==> src/rtl/counter_up_mod.sv <==
// Programmable modulo up-counter with clear/load, wrap-or-saturate at MAX,
// combinational terminal count, registered wrap pulse and sticky overflow.
module counter_up_mod #(
  parameter int WIDTH    = 4,
  parameter int MAX      = 15,
  parameter int SATURATE = 0
) (
  input  logic             clk,
  input  logic             rst,
  input  logic             en,
  input  logic             clr,
  input  logic             load,
  input  logic [WIDTH-1:0] load_val,
  output logic [WIDTH-1:0] count,
  output logic             tc,
  output logic             wrap,
  output logic             ovf
);

  localparam logic [WIDTH-1:0] MAX_V = WIDTH'(MAX);

  logic [WIDTH-1:0] count_q, count_d;
  logic             wrap_q, wrap_d;
  logic             ovf_q, ovf_d;
  logic             at_max;

  assign at_max = (count_q == MAX_V);

  always_comb begin
    count_d = count_q;
    wrap_d  = 1'b0;
    ovf_d   = ovf_q;
    if (clr) begin
      count_d = '0;
      ovf_d   = 1'b0;
    end else if (load) begin
      // Out-of-range load values clamp so count never leaves 0..MAX.
      count_d = (load_val > MAX_V) ? MAX_V : load_val;
    end else if (en) begin
      if (!at_max) begin
        count_d = count_q + WIDTH'(1);
      end else begin
        ovf_d = 1'b1;
        if (SATURATE == 0) begin
          count_d = '0;
          wrap_d  = 1'b1;
        end
      end
    end
  end

  always_ff @(posedge clk or negedge rst) begin
    if (!rst) begin
      count_q <= '0;
      wrap_q  <= 1'b0;
      ovf_q   <= 1'b0;
    end else begin
      count_q <= count_d;
      wrap_q  <= wrap_d;
      ovf_q   <= ovf_d;
    end
  end

  assign count = count_q;
  assign wrap  = wrap_q;
  assign ovf   = ovf_q;
  // Combinational so a cascaded stage with en=tc steps on this stage's wrap edge.
  assign tc    = at_max & en & ~clr & ~load;

endmodule

==> config.mk <==
export PLATFORM = sky130hd
export DESIGN_NAME = counter_up_mod
export DESIGN_NICKNAME = d
export VERILOG_FILES = /design/src/rtl/counter_up_mod.sv
export SDC_FILE = /design/constraint.sdc
export NUM_CORES = 1
export LEC_CHECK = 0
export ABC_AREA = 1
export BUFFER_PORTS_ARGS = -buffer_cell sky130_fd_sc_hd__buf_2
export CAP_MARGIN = 20
export CORE_AREA = 8 8 45 47
export DETAILED_ROUTE_END_ITERATION = 10
export DIE_AREA = 0 0 53 55
export REMOVE_ABC_BUFFERS = 1
export SLEW_MARGIN = 20
export SYNTH_ARGS = -nofsm -noshare
export SYNTH_HDL_FRONTEND = slang
export SYNTH_SLANG_ARGS = --single-unit
==> constraint.sdc <==
create_clock -name clk -period 1 [get_ports clk]
set_input_delay 0.2 -clock clk [delete_from_list [all_inputs] [get_ports clk]]
set_output_delay 0.2 -clock clk [all_outputs]
set_load 0.01 [all_outputs]
==> metrics.yaml <==
syn_inst: 48
rsz0062_at_grt: "yes"
tightest_slew_ns: 0.123
skew_ns: 0.000362
die_h_um: 55
vdd_ir_drop_max_uv: 550
cts_buffers: 3
dr.pass1.iters: 4
clkTransAtPathRegs_ns: 0.04
dpl.hpwl_um: 783
cp-end-kind: "primary output"
cts_max_level: 1
slew_headroom_pct: 91.6
crit_path_cell_trace: "ha_4, nand4_1, or2_1, inv_1, buf_2"
min_path_cells: 3
clock_latency_ns: 0.23
hold_path_class: "in2reg"
synth-seq-area-share_pct: 42.7
cell_internal_pwr_w: 0.000500
crit_path_top_delay_cell: "dfrtp_1"
critPathBufInv: 2
place_ws_ns: -0.255
yosysTopAreaCell: "dfrtp_1"
power.density_nw_per_um2: 1070
dp_cells: 86
drt-initial-drc-count: 2
cts_root_buf: "clkbuf_4"
clockBufferDepth: 2
worstPathArrival_ns: 1.25
path_max_fanout: 2
violations: "negative setup slack"
reg2regPathDepth: 6
worstSetupPathDepth: 5
fin_nets: 91
syn-cell-area_sq_um: 352
viasPerCell: 4.33
worstPathRequired_ns: 0.80
clockPowerShare_pct: 30.5
yosys_warnings: 0
drive_above_1_share_pct: 51.9
antenna_found_initial: 0
finalSetupTns_ns: -2.06
p_leak_nw: 0.372
via_count: 411
yosys_register_bits: 6
area_growth_pct: 79.0
synth.area.top_cells: "dfrtp_1 43%, nand2_1 19%, inv_1 6.4%"
drc: 0
wl_um: 1030
grt_pass1_wl_um: 1580
start_util_pct: 25.4
crit_family: "flip-flops"
fin_cells: 95
wire_per_inst_um: 10.8
core-area_sq_um: 1380
placement.io_buffers: 15
layout_setup_ws_ns: -0.450
status: "finished with violations"
overflow: 0
fmax_mhz: 690
grt_usage_pct: 7.41
seq_power_share_pct: 40.0
finalSetupViolCount: 10
drtAntennaViolNets: 0
period_share_pct: 145
p_sw_w: 0.000176
rows: 14
swShare_pct: 26.1
io_pins: 16
placed_cell_area_sq_um: 499
synth_top_area_share_pct: 42.7
post_synth_num_cell_types: 15
synth.avg_cell_area_sq_um: 7.32
cp-start-kind: "flip-flop"
routabilityCongestion: 0.809
cts.sinks: 6
fp.dieW_um: 53
diodes: 0
final_area_sq_um: 629
grt_pass1_vias: 379
critPathMaxStageDelay_ns: 0.39
die_area_sq_um: 2920
slew_viol_final: 0
cts_tree: "done"
grt_max_degree: 7
maxCapViolCount: 0
post-route-min-period_ns: 1.45
power_frac_comb_pct: 29.5
timing.final.hold_violations: 0
critPathKind: "reg2out"
repair_timing:
item,CTS,global route
setup buffers,2,3
resized for setup,4,11
hold endpoints to repair,6,0
endpoints found under the setup margin,11,11
hold buffers,1,0
pin swaps,2,5
stage by stage:
stage	hold WS [ns]	util [%]	total power [W]
detailed placement	0.0273	36.1	0.000423
CTS	0.254	40.3	0.000653
floorplan	-0.0956	-	0.000339
finish	0.262	45.5	0.000676
global placement	0.0235	36.1	0.000421
global route	0.274	45.5	0.000724
tightest hold or removal path: cells and delay by family:
| kind | cells | cell delay (ns) |
|---|---|---|
| buf+inv | 1 | 0.08 |
| compound gates | 2 | 0.18 |
cell usage after synthesis (all sizes together):
library cell and number:
o21ai 4, inv 8, nand3 2, dfrtp 6
xor2 1, nand2 20, ha 1, nand4 2
nor2 2, or2 1, mux2i 1
flip-flops by register name, indices dropped and copies added (netlist names):
name   count
wrap       1
ovf        1
count      4
power groups by stage:
stage          clock network [W]  logic (W)  registers, W
3_3_place_gp                   0   0.000152      0.000269
3_5_place_dp                   0   0.000154      0.000269
4_1_cts                 0.000219   0.000168      0.000266
6_report                0.000207   0.000199      0.000271
5_1_grt                 0.000232   0.000220      0.000272
2_1_floorplan                  0  0.0000518      0.000287
cells in the final DEF, fill, tap and decap left out:
master | synthesis | routed
nand2_1 | 18 | 16
buf_2 | 0 | 12
buf_4 | 0 | 8
buf_6 | 0 | 7
dfrtp_1 | 6 | 6
inv_1 | 6 | 5
nand2_2 | 2 | 4
inv_2 | 2 | 3
clkbuf_4 | 0 | 3
nand4_1 | 2 | 2
o21ai_2 | 1 | 2
nor2_1 | 2 | 2
o21ai_1 | 2 | 2
or2_1 | 1 | 1
nand3_2 | 0 | 1
xor2_1 | 1 | 1
mux2i_1 | 1 | 1
nand3_1 | 2 | 1
ha_4 | 0 | 1
dlygate4sd3_1 | 0 | 1
final cells by class:
type	count	area, sq um
flip-flops and latches	6	150
fillers	151	754
inverters	8	30.0
multi-input cells	34	198
clock buffers	3	22.5
well taps	16	20.0
repair buffers	28	209
worst paths after layout:
kind,slack (ns),to,start
setup / recovery,-0.45,tc,count[1]$_DFFE_PN0P_
hold / removal,0.26,count[2]$_DFFE_PN0P_,load_val[2]
setup reg to reg,-0.27,count[2]$_DFFE_PN0P_,count[1]$_DFFE_PN0P_
hold reg to reg,0.49,ovf$_DFFE_PN0P_,ovf$_DFFE_PN0P_
max in group asynchronous,0.55,count[2]$_DFFE_PN0P_,rst
min in group asynchronous,0.32,count[1]$_DFFE_PN0P_,rst
layer usage:
layer | routed length, um | track usage [%]
met5 | 0 | 0
met4 | 10 | 6.47
met3 | 87 | 1.87
met2 | 519 | 11.7
met1 | 409 | 8.15
cells by family after synthesis:
family,synth area share [%]
mux,2.85
buf+inv,8.54
xor+xnor,2.49
simple gates,33.1
fa+ha+maj,3.56
compound gates,6.76
flops,42.7
No activity file was read; power rests on OpenSTA's default activity.
